**src/rtl/uart_pkg.sv**
```systemverilog
// -----------------------------------------------------------------------------
// uart_pkg
// Shared definitions for the board's serial link (transmitter and receiver).
//   DATA_BITS             - payload bits per frame
//   CLKS_PER_BIT_DEFAULT  - 25.175 MHz / 115200 baud; the receiver uses the same
//                           value so both ends of the link agree on bit timing
//   tx_state_t            - transmitter state encoding
// -----------------------------------------------------------------------------
package uart_pkg;

  localparam int DATA_BITS            = 8;
  localparam int CLKS_PER_BIT_DEFAULT = 218;

  typedef enum logic [2:0] {
    IDLE   = 3'd0,
    START  = 3'd1,
    DATA   = 3'd2,
    PARITY = 3'd3,
    STOP   = 3'd4
  } tx_state_t;

endpackage

```
**src/rtl/uart_tx_fifo_if.sv**
```systemverilog
// -----------------------------------------------------------------------------
// uart_tx_fifo_if
// Producer-side bundle of the UART transmitter.
//   tx_data      producer -> tx  byte to enqueue
//   tx_wr        producer -> tx  enqueue strobe, one byte per asserted cycle
//   tx_full      tx -> producer  FIFO full (registered)
//   tx_idle      tx -> producer  FIFO empty and no frame in progress
//   tx_ovf_tick  tx -> producer  pulse: a write was dropped (FIFO full)
//   tx_done_tick tx -> producer  pulse on the last cycle of the final stop bit
//   tx           tx -> line      serial output, idle high
//   state_dbg    tx -> observer  current transmitter FSM state
// Handshake: there is no backpressure wait. A byte is accepted on every edge
// where tx_wr=1 and tx_full=0; with tx_full=1 the byte is lost and
// tx_ovf_tick reports it in the following cycle.
// -----------------------------------------------------------------------------
interface uart_tx_fifo_if;
  import uart_pkg::*;

  logic [DATA_BITS-1:0] tx_data;
  logic                 tx_wr;
  logic                 tx_full;
  logic                 tx_idle;
  logic                 tx_ovf_tick;
  logic                 tx_done_tick;
  logic                 tx;
  tx_state_t            state_dbg;

  modport master (
    output tx_data, tx_wr,
    input  tx_full, tx_idle, tx_ovf_tick, tx_done_tick, tx, state_dbg
  );

  modport slave (
    input  tx_data, tx_wr,
    output tx_full, tx_idle, tx_ovf_tick, tx_done_tick, tx, state_dbg
  );

endinterface

```
**src/rtl/uart_tx_fifo_mem.sv**
```systemverilog
// -----------------------------------------------------------------------------
// uart_tx_fifo_mem
// Synchronous show-ahead FIFO: dout always presents the head entry, so a pop
// and the consumer's capture of dout happen on the same edge.
// Ports:
//   clk, reset  clock, synchronous active-high reset
//   wr, din     write strobe and data; ignored while full
//   rd          pop strobe; ignored while empty
//   dout        head entry
//   full, empty registered status flags
//   count       number of stored entries
// DEPTH must be a power of two (>= 2) so the pointers wrap naturally.
// -----------------------------------------------------------------------------
module uart_tx_fifo_mem #(
  parameter int DEPTH = 4,
  parameter int WIDTH = 8
) (
  input  logic                     clk,
  input  logic                     reset,
  input  logic                     wr,
  input  logic                     rd,
  input  logic [WIDTH-1:0]         din,
  output logic [WIDTH-1:0]         dout,
  output logic                     full,
  output logic                     empty,
  output logic [$clog2(DEPTH):0]   count
);

  localparam int AW = $clog2(DEPTH);

  logic [WIDTH-1:0] mem [DEPTH];
  logic [AW-1:0]    wr_ptr;
  logic [AW-1:0]    rd_ptr;
  logic [AW:0]      count_next;
  logic             wr_en;
  logic             rd_en;

  // A write while full is dropped even if a pop frees a slot on the same edge.
  assign wr_en = wr && !full;
  assign rd_en = rd && !empty;
  assign dout  = mem[rd_ptr];

  always_comb begin
    count_next = count;
    if (wr_en && !rd_en) count_next = count + (AW+1)'(1);
    if (rd_en && !wr_en) count_next = count - (AW+1)'(1);
  end

  always_ff @(posedge clk) begin
    if (wr_en) mem[wr_ptr] <= din;
  end

  always_ff @(posedge clk) begin
    if (reset) begin
      wr_ptr <= '0;
      rd_ptr <= '0;
      count  <= '0;
      full   <= 1'b0;
      empty  <= 1'b1;
    end else begin
      if (wr_en) wr_ptr <= wr_ptr + AW'(1);
      if (rd_en) rd_ptr <= rd_ptr + AW'(1);
      count <= count_next;
      full  <= (count_next == (AW+1)'(DEPTH));
      empty <= (count_next == '0);
    end
  end

endmodule

```
**src/rtl/uart_tx_fifo.sv**
```systemverilog
// -----------------------------------------------------------------------------
// uart_tx_fifo
// UART transmitter with a small byte FIFO: the return path of the board's
// serial link (status and echo bytes back to the host). Frames are sent
// back-to-back while the FIFO holds data.
// Parameters:
//   CLKS_PER_BIT  clock cycles per serial bit (>= 2)
//   FIFO_DEPTH    byte entries (power of two, >= 2)
//   STOP_BITS     1 or 2
// Ports:
//   clk, reset    system clock, synchronous active-high reset
//   bus           uart_tx_fifo_if.slave (tx_data, tx_wr, tx_full, tx_idle,
//                 tx_ovf_tick, tx_done_tick, tx, state_dbg)
// Build option:
//   UART_TX_PARITY_EN  when defined, an even-parity bit follows the data bits
//                      (8E1/8E2); otherwise frames are 8N1/8N2.
// Timing: every line-level output is a flop fed from the current state, so tx
// lags the FSM by one cycle. A write at edge N into an idle block is popped at
// N+1 and the start bit appears on tx from N+2. Frame length is exactly
// (1 + 8 [+1] + STOP_BITS) * CLKS_PER_BIT cycles with no gap between frames.
// -----------------------------------------------------------------------------
module uart_tx_fifo
  import uart_pkg::*;
#(
  parameter int CLKS_PER_BIT = CLKS_PER_BIT_DEFAULT,
  parameter int FIFO_DEPTH   = 4,
  parameter int STOP_BITS    = 1
) (
  input  logic          clk,
  input  logic          reset,
  uart_tx_fifo_if.slave bus
);

  localparam int BW = $clog2(CLKS_PER_BIT);
  localparam int CW = $clog2(FIFO_DEPTH) + 1;

  tx_state_t            state;
  logic [BW-1:0]        baud;
  logic [2:0]           bit_cnt;
  logic [DATA_BITS-1:0] shreg;
  logic                 tx_r;
  logic                 idle_r;
  logic                 ovf_r;
  logic                 done_r;
`ifdef UART_TX_PARITY_EN
  logic                 parity_r;
`endif

  logic [DATA_BITS-1:0] fifo_dout;
  logic [CW-1:0]        fifo_count;
  logic                 fifo_full;
  logic                 fifo_empty;
  logic                 pop;
  logic                 baud_last;
  logic                 last_stop;

  assign baud_last = (baud == BW'(CLKS_PER_BIT - 1));
  assign last_stop = (bit_cnt == 3'(STOP_BITS - 1));

  // Pop from IDLE, or at the very end of the stop period so the next start
  // bit follows with no idle cycles.
  assign pop = !fifo_empty &&
               ((state == IDLE) || (state == STOP && baud_last && last_stop));

  uart_tx_fifo_mem #(
    .DEPTH (FIFO_DEPTH),
    .WIDTH (DATA_BITS)
  ) u_mem (
    .clk   (clk),
    .reset (reset),
    .wr    (bus.tx_wr),
    .rd    (pop),
    .din   (bus.tx_data),
    .dout  (fifo_dout),
    .full  (fifo_full),
    .empty (fifo_empty),
    .count (fifo_count)
  );

  always_ff @(posedge clk) begin
    if (reset) begin
      state   <= IDLE;
      baud    <= '0;
      bit_cnt <= '0;
      shreg   <= '0;
      tx_r    <= 1'b1;
      idle_r  <= 1'b1;
      ovf_r   <= 1'b0;
      done_r  <= 1'b0;
`ifdef UART_TX_PARITY_EN
      parity_r <= 1'b0;
`endif
    end else begin
      ovf_r  <= bus.tx_wr && fifo_full;
      idle_r <= (state == IDLE) && (fifo_count == '0);
      done_r <= 1'b0;

      case (state)
        IDLE: begin
          tx_r <= 1'b1;
          if (pop) begin
            shreg   <= fifo_dout;
            baud    <= '0;
            bit_cnt <= '0;
            state   <= START;
`ifdef UART_TX_PARITY_EN
            parity_r <= ^fifo_dout;
`endif
          end
        end

        START: begin
          tx_r <= 1'b0;
          if (baud_last) begin
            baud    <= '0;
            bit_cnt <= '0;
            state   <= DATA;
          end else begin
            baud <= baud + BW'(1);
          end
        end

        DATA: begin
          tx_r <= shreg[0];
          if (baud_last) begin
            baud  <= '0;
            shreg <= {1'b0, shreg[DATA_BITS-1:1]};
            if (bit_cnt == 3'(DATA_BITS - 1)) begin
              bit_cnt <= '0;
`ifdef UART_TX_PARITY_EN
              state   <= PARITY;
`else
              state   <= STOP;
`endif
            end else begin
              bit_cnt <= bit_cnt + 3'd1;
            end
          end else begin
            baud <= baud + BW'(1);
          end
        end

`ifdef UART_TX_PARITY_EN
        PARITY: begin
          tx_r <= parity_r;
          if (baud_last) begin
            baud    <= '0;
            bit_cnt <= '0;
            state   <= STOP;
          end else begin
            baud <= baud + BW'(1);
          end
        end
`endif

        STOP: begin
          tx_r <= 1'b1;
          if (baud_last) begin
            baud <= '0;
            if (last_stop) begin
              // Registered alongside tx, so the pulse lines up with the last
              // stop-bit cycle actually on the line.
              done_r  <= 1'b1;
              bit_cnt <= '0;
              if (pop) begin
                shreg <= fifo_dout;
                state <= START;
`ifdef UART_TX_PARITY_EN
                parity_r <= ^fifo_dout;
`endif
              end else begin
                state <= IDLE;
              end
            end else begin
              bit_cnt <= bit_cnt + 3'd1;
            end
          end else begin
            baud <= baud + BW'(1);
          end
        end

        default: begin
          tx_r  <= 1'b1;
          state <= IDLE;
        end
      endcase
    end
  end

  assign bus.tx           = tx_r;
  assign bus.tx_full      = fifo_full;
  assign bus.tx_idle      = idle_r;
  assign bus.tx_ovf_tick  = ovf_r;
  assign bus.tx_done_tick = done_r;
  assign bus.state_dbg    = state;

endmodule

```
**src/flat_wrapper.sv**
```systemverilog
// flat-port wrapper written by rule: the top's interface ports become plain ports
module uart_tx_fifo_flat import uart_pkg::*;
#(
  parameter int CLKS_PER_BIT = CLKS_PER_BIT_DEFAULT,
  parameter int FIFO_DEPTH   = 4,
  parameter int STOP_BITS    = 1
)
  (clk, reset, bus_tx_data, bus_tx_wr, bus_tx_full, bus_tx_idle, bus_tx_ovf_tick, bus_tx_done_tick, bus_tx, bus_state_dbg);
  uart_tx_fifo_if bus_i ();
  input  logic clk;
  input  logic reset;
  input wire logic [$bits(bus_i.tx_data)-1:0] bus_tx_data;
  input wire logic [$bits(bus_i.tx_wr)-1:0] bus_tx_wr;
  output wire logic [$bits(bus_i.tx_full)-1:0] bus_tx_full;
  output wire logic [$bits(bus_i.tx_idle)-1:0] bus_tx_idle;
  output wire logic [$bits(bus_i.tx_ovf_tick)-1:0] bus_tx_ovf_tick;
  output wire logic [$bits(bus_i.tx_done_tick)-1:0] bus_tx_done_tick;
  output wire logic [$bits(bus_i.tx)-1:0] bus_tx;
  output wire logic [$bits(bus_i.state_dbg)-1:0] bus_state_dbg;
  assign bus_i.tx_data = bus_tx_data;
  assign bus_i.tx_wr = bus_tx_wr;
  assign bus_tx_full = bus_i.tx_full;
  assign bus_tx_idle = bus_i.tx_idle;
  assign bus_tx_ovf_tick = bus_i.tx_ovf_tick;
  assign bus_tx_done_tick = bus_i.tx_done_tick;
  assign bus_tx = bus_i.tx;
  assign bus_state_dbg = bus_i.state_dbg;
  uart_tx_fifo #(.CLKS_PER_BIT(CLKS_PER_BIT), .FIFO_DEPTH(FIFO_DEPTH), .STOP_BITS(STOP_BITS)) u_core (.clk(clk), .reset(reset), .bus(bus_i));
endmodule
```
**config.mk**
```make
export PLATFORM = sky130hd
export DESIGN_NAME = uart_tx_fifo_flat
export DESIGN_NICKNAME = d
export VERILOG_FILES = /design/src/rtl/uart_pkg.sv /design/src/rtl/uart_tx_fifo_if.sv /design/src/rtl/uart_tx_fifo_mem.sv /design/src/rtl/uart_tx_fifo.sv /design/src/flat_wrapper.sv
export SDC_FILE = /design/constraint.sdc
export NUM_CORES = 1
export LEC_CHECK = 0
export BUFFER_PORTS_ARGS = -buffer_cell sky130_fd_sc_hd__buf_2
export CORE_UTILIZATION = 45
export CTS_CLUSTER_SIZE = 12
export DETAILED_ROUTE_END_ITERATION = 8
export SYNTH_ARGS = -nofsm -noshare
export SYNTH_HDL_FRONTEND = slang
export SYNTH_SLANG_ARGS = --single-unit
```
**constraint.sdc**
```tcl
create_clock -name clk -period 4.2 [get_ports clk]
set_input_delay 0.21 -clock clk [delete_from_list [all_inputs] [get_ports clk]]
set_output_delay 0.21 -clock clk [all_outputs]
set_load 0.03 [all_outputs]
```
==> out/metrics.csv, run 1 <==
stage;metric;value;unit
floorplan;Initial Util;47.8;%
grt;first-pass GRT wire length;8630;microns
floorplan;core outline area;0.00649;sq mm
clock_network;Hold-fix buffers, CTS;0;
yosys;Post-synth EDFFs;32;
clock_network;CTS Root Cell;clkbuf_8;
worst_hold_path;hold_sp;bus_tx_data[3];
sta;worst clock skew;0.00718;ns
sta;fmax;460;MHz
job;maxcap violations;0;
clock_network;total CTS buffers;9;
yosys;Warnings, synthesis;0;
yosys;largest family of logic cells by synthesized area;simple AND/OR/NAND/NOR gates;
yosys;Synth Area in Compound Gates;6.60;%
yosys;Syn Inst Count;255;
drt;post-route ant nets;0;
worst_hold_path;Worst Hold End;u_core.u_mem.mem[2][3];
sta;Final Setup Violations;0;
grt;largest net degree at the start of global routing;31;
sta;RSZ-0062 raised after global routing;no;
yosys;sequential area share after synthesis;54.8;%
floorplan;Ports;19;
sta;fin crit share;51.8;%
yosys;top-count cell post-synth;dfxtp_1;
critical_path;Worst R2R Setup Slack;2.03;ns
yosys;ys flop type;dfxtp_1;
worst_hold_path;Hold Crit Depth;1;
power_and_ir_drop;P_leak;1.28;nW
critical_path;CP arrival;2.44;ns
critical_path;Setup crit start kind;flip-flop;
yosys;mux cell area share after synthesis;11.8;%
clock_network;clock tree sinks;69;
critical_path;Worst setup EP type;flip-flop;
clock_network;post-CTS sizing;0;
drt;Residual DRC;0;
sta;final hold viol count;0;
place;DPL Wire Length;3450;microns
floorplan;Chip Height;85.1;microns
yosys;top cells by count, synth;dfxtp_1 (37), nor2_1 (35), edfxtp_1 (32);
sta;Final TNS setup;0;ns
clock_network;htree depth;3;
power_and_ir_drop;VDD IR max;0.000244;V
layout;share of cells above drive strength 1;21.1;%
floorplan;Rows;29;
drt;DR vias/cell;5.12;
yosys;Post-Syn Area per Cell;12.2;sq um
yosys;flops & latches, synth;69;
clock_network;Clock transition at path regs;0.07;ns
yosys;Async SR Flop Fraction;0;%
yosys;Mapped Nets;278;
grt;Congestion Overflow GR;0;
place;IO Port Bufs;18;
layout;fillers;580;
yosys;leading area contributor after synthesis;edfxtp_1;
power_and_ir_drop;Overall Power;2.04;mW
critical_path;CP required;4.47;ns
sta;Slew Limit Headroom;49.9;%
sta;Tmin final;2.17;ns
critical_path;source of the critical timing path;u_core.bus.state_dbg[2];
floorplan;Die X;85.1;microns
critical_path;Worst R2R Path Depth;6;
grt;initial antenna violation count;0;
drt;drt wl/cell;14.2;microns
drt;final WL;5060;microns
critical_path;crit path kind;reg -> reg;
yosys;ranking of synthesized cells by area;edfxtp_1 (31%), dfxtp_1 (24%), mux4_2 (5.8%);
sta;fin. max-slew vios;0;
drt;number of DRC markers in iteration 0;44;
grt;gr usage total;16.0;%
layout;final core area utilization;52.0;%
drt;total number of vias;1821;
layout;Final #Nets;297;
layout;area grow syn2layout;8.74;%
yosys;top cell type's share of synthesized area;30.9;%
sta;Slew @ Worst Pin;0.750;ns
status;status;complete, no violations;
critical_path;R2R Path Start;u_core.bus.state_dbg[2];
yosys;synthesized area;0.00311;sq mm
yosys;Adder-Cell Fraction of Synth Area;5.16;%
clock_network;CTS tree;built;
power_and_ir_drop;pwr dens;604;mW/mm^2
worst_hold_path;HP Class;in -> reg;
drt;DRT Pass-1 Iters;4;
yosys;XOR/XNOR share of the synthesized area;3.10;%
floorplan;die area;0.00724;sq mm
place;routability congestion estimate;0.739;
critical_path;largest fanout on the critical path;12;
clock_network;Clock Tree Buf Depth;2;
layout;Antenna diodes;0;
clock_network;setup bufs post-CTS;0;
yosys;Distinct cells, synth;48;
clock_network;clk_lat worst skew;0.34;ns
grt;vias in the first global route;1750;
critical_path;r2r endpoint;u_core.shreg[7];
yosys;Synth Area in Simple Gates;14.9;%
[state kept, by name, summed over array words and instances (netlist names), named ones only]
signal,flops
u_core.baud,8
u_core.bus.tx_idle,1
u_core.bus.tx_ovf_tick,1
u_core.bit_cnt,3
u_core.shreg,8
u_core.bus.tx_done_tick,1
u_core.u_mem.empty,1
u_core.u_mem.full,1
u_core.u_mem.wr_ptr,2
u_core.u_mem.mem,32
u_core.bus.state_dbg,3
u_core.bus.tx,1
u_core.u_mem.count,3
u_core.u_mem.rd_ptr,2
[routing by layer]
| metal | vias up | wire length (microns) | track usage [%] |
|---|---|---|---|
| li1 | 940 | - | - |
| met1 | 843 | 2400 | 20.4 |
| met2 | 31 | 2390 | 24.9 |
| met3 | 7 | 196 | 5.54 |
| met4 | 0 | 75 | 6.93 |
| met5 | - | 0 | 0 |
[where the power goes]
part,switching (mW),leakage (nW),internal [mW]
Sequential,0.113,0.596,0.821
Combinational,0.352,0.602,0.311
Clock,0.235,0.0809,0.207
Total,0.701,1.28,1.34
[placed cells by master, fill, tap and decap left out, drive strengths merged, types with 2 or more instances in the layout]
cell	count
dfxtp	37
nor2	35
edfxtp	32
buf	18
a21oi	16
nand2	16
ha	12
inv	11
clkbuf	10
mux2	9
mux4	8
mux2i	8
nand4	6
xnor2	6
and2	5
nand2b	5
xor2	5
clkinv	5
nor2b	4
nor3b	3
nor3	3
and3	2
o22a	2
o21a	2
or3b	2
or2	2
a32oi	2
o21ai	2
[logic make-up after synthesis]
family,after synthesis
AND/OR/NAND/NOR,87
flip-flops,69
AO/OA/AOI/OAI,29
multiplexers,25
buffers and inverters,21
adder cells (fa/ha/maj),13
XOR/XNOR,11
[stage by stage]
stage          hold WS [ns]  cells  area [sq um]  setup slack, ns
2_1_floorplan         0.309    255          3110             2.18
3_3_place_gp          0.425    340          3220             2.11
3_5_place_dp          0.428    340          3220             2.00
4_1_cts              0.0613    356          3380             1.99
5_1_grt              0.0661    356          3380             1.79
6_report             0.0789    356          3380             2.03
[worst max-delay path: stages (launching register included)]
cell and delay, ns:
dfxtp_1 0.55, nor3b_1 0.43, nand4bb_4 0.17, nand2_1 0.23, a32oi_4 0.16, or3b_1 0.42
a21oi_1 0.14
[worst max path at each step]
stage,to,cells after the start
3_5_place_dp,u_core.shreg[7],6
6_report,u_core.shreg[7],6
5_1_grt,u_core.shreg[7],6
3_3_place_gp,u_core.shreg[7],6
4_1_cts,u_core.shreg[7],6
2_1_floorplan,u_core.bit_cnt[0],6
[layout make-up]
type	count	area (sq um)	share of cell area (%)
flip-flops and latches	69	1700	50.4
multi-input cells	165	1290	38.2
clock buffers	10	128	3.78
well taps	77	96.3	2.85
repair buffers	18	90.1	2.67
inverters	11	41.3	1.22
clock inverters	6	30.0	0.889
Note: power is estimated with default switching activity, not from simulation.
==> run 2, diff against run 1 <==
Clock period 4.2 ns to 1.8 ns, I/O delays scaled along.
==> run 2 against run 1 <==
  * The flow now finishes with violations (setup timing)
  * Wire length increased by 12%
  * Clock skew up 0.0055 ns
  * Largest power group is now combinational cells
  * Highest routed layer unchanged
  * Via count is 12% higher
  * Critical path depth did not move
  * Core utilization is 8.5 points higher
  * Fmax is 14% higher
  * Sequential cell count unchanged
  * First-iteration DRC count is 73% higher
  * Final cell count increased by 12%
==> out/metrics.csv, run 2 (synthesis gave the netlist of run 1 again) <==
stage;metric;value;unit
drt;number of DRC markers in iteration 0;76;
floorplan;Die X;85.1;microns
grt;Congestion Overflow GR;0;
layout;Final #Nets;341;
drt;final WL;5670;microns
power_and_ir_drop;P_leak;1.56;nW
layout;Reg with most FFs;u_core.u_mem.mem;
place;IO Port Bufs;18;
grt;vias in the first global route;2056;
sta;RSZ-0062 raised after global routing;yes;
critical_path;worst path bufs/invs;0;
drt;DRT Pass-1 Iters;4;
sta;Final TNS setup;-0.205;ns
clock_network;clk_lat worst skew;0.35;ns
status;status;complete, but fails checks;
job;maxcap violations;0;
clock_network;clock tree sinks;69;
grt;largest net degree at the start of global routing;18;
power_and_ir_drop;Logic pwr share;41.6;%
clock_network;Clock Tree Buf Depth;2;
place;dpl ws;-0.123;ns
sta;Setup WS post-layout;-0.109;ns
layout;share of cells above drive strength 1;37.5;%
critical_path;largest fanout on the critical path;3;
layout;Regs by FF count;u_core.u_mem.mem x32, u_core.baud x8, u_core.shreg x8;
layout;Antenna diodes;0;
sta;Slew Limit Headroom;73.7;%
floorplan;core outline area;0.00649;sq mm
layout;final std cells w/o fill;400;
critical_path;Worst R2R Setup Slack;-0.11;ns
place;routability congestion estimate;0.780;
critical_path;CP required;2.04;ns
power_and_ir_drop;pwr dens;1430;mW/mm^2
sta;fmax;524;MHz
power_and_ir_drop;Pint;3.68;mW
critical_path;Worst setup EP type;flip-flop;
place;Placed Instances;370;
layout;most frequent cells in the layout;nor2_1 (35), edfxtp_1 (32), buf_4 (30), dfxtp_1 (28), buf_2 (18);
sta;worst clock skew;0.0127;ns
critical_path;Setup crit start kind;flip-flop;
critical_path;Critical Path, Cell by Cell;or3b_4 -> nand4bb_4 -> a21o_1 -> o22a_1 -> mux2_4 -> nor2b_4;
power_and_ir_drop;Switch Pwr;1.96;mW
clock_network;Clock transition at path regs;0.08;ns
sta;Slew @ Worst Pin;0.394;ns
floorplan;Rows;29;
layout;commonest non-fill, non-tap cell in the layout;nor2_1;
drt;drt wl/cell;14.2;microns
critical_path;CP arrival;2.15;ns
sta;final hold viol count;0;
clock_network;CTS tree;built;
critical_path;CP max-delay cell;or3b_4;
place;DPL Wire Length;3970;microns
critical_path;R2R Path Start;u_core.baud[5];
sta;fin crit share;106;%
grt;first-pass GRT wire length;9540;microns
floorplan;Initial Util;47.8;%
floorplan;Chip Height;85.1;microns
drt;post-route ant nets;0;
critical_path;source of the critical timing path;u_core.baud[5];
worst_hold_path;hold_sp;reset;
power_and_ir_drop;Clock power frac;21.0;%
sta;fin. max-slew vios;0;
sta;Tmin final;1.91;ns
clock_network;total CTS buffers;9;
floorplan;die area;0.00724;sq mm
critical_path;Crit path largest cell delay;0.40;ns
sta;Final Setup Violations;4;
power_and_ir_drop;Reg power frac;37.4;%
clock_network;htree depth;3;
layout;max FFs per register;32;
drt;DR vias/cell;5.09;
critical_path;crit path kind;reg -> reg;
grt;gr usage total;17.6;%
power_and_ir_drop;VDD IR max;0.000708;V
drt;Residual DRC;0;
worst_hold_path;HP Class;in -> reg;
critical_path;cell family with most CP delay;simple AND/OR/NAND/NOR gates;
grt;initial antenna violation count;0;
floorplan;Ports;19;
power_and_ir_drop;Sw Share;34.7;%
status;failing checks;setup timing;
layout;area grow syn2layout;26.5;%
drt;total number of vias;2035;
clock_network;CTS Root Cell;clkbuf_8;
[run 2: changes by cell type in the layout (fill, tap and decap cells not counted), moves of 3 or more]
cell,before,now
buf_12,0,3
dfxtp_1,37,28
nor3b_1,3,0
clkinv_2,3,0
dlygate4sd3_1,0,9
dfxtp_2,0,8
buf_4,0,30
[run 2: what timing repair did]
action,CTS,global route
gates resized for setup,3,21
setup buffers,3,3
pin swaps,4,10
hold buffers,9,0
endpoints found under the hold margin,33,0
setup endpoints to repair,7,21
[run 2: path summary, 6_finish.rpt]
check,endpoint,depth (start not counted)
max reg2reg,u_core.u_mem.full,6
min reg2reg,u_core.shreg[7],2
min,u_core.shreg[3],2
max,u_core.u_mem.full,6
[run 2: area by class of cell]
type / count / area [sq um]
clock inverters: 7 / 65.1
well taps: 77 / 96.3
clock buffers: 9 / 124
multi-input cells: 165 / 1400
repair buffers: 62 / 488
flip-flops and latches: 69 / 1720
fillers: 538 / 2560
inverters: 11 / 41.3
[run 2: power groups by stage]
stage	clock (mW)	sequential, mW	combinational (mW)
CTS	1.22	2.10	2.25
global route	1.29	2.15	2.55
floorplan	0	2.17	1.39
finish	1.19	2.11	2.34
global placement	0	2.13	2.06
detailed placement	0	2.13	2.07
[run 2: per-layer routing]
| metal | vias to the layer above | track usage, % | routed length (microns) | share of wire (%) |
|---|---|---|---|---|
| li1 | 1026 | - | - | - |
| met1 | 969 | 20.7 | 2570 | 45 |
| met3 | 8 | 5.84 | 209 | 3.7 |
| met5 | - | 0 | 0 | 0 |
| met4 | 0 | 7.24 | 119 | 2.1 |
| met2 | 32 | 29.6 | 2770 | 49 |
[run 2: metrics by stage]
stage                     total power [mW]  utilization, %  hold slack [ns]  cell area, sq um
after floorplan                       3.56               -            0.189              3150
after global placement                4.19            54.0            0.306              3510
after detailed placement              4.21            54.0            0.307              3510
after CTS                             5.57            59.1            0.107              3840
after global routing                  5.99            60.5            0.129              3930
final                                 5.64            60.5            0.116              3930
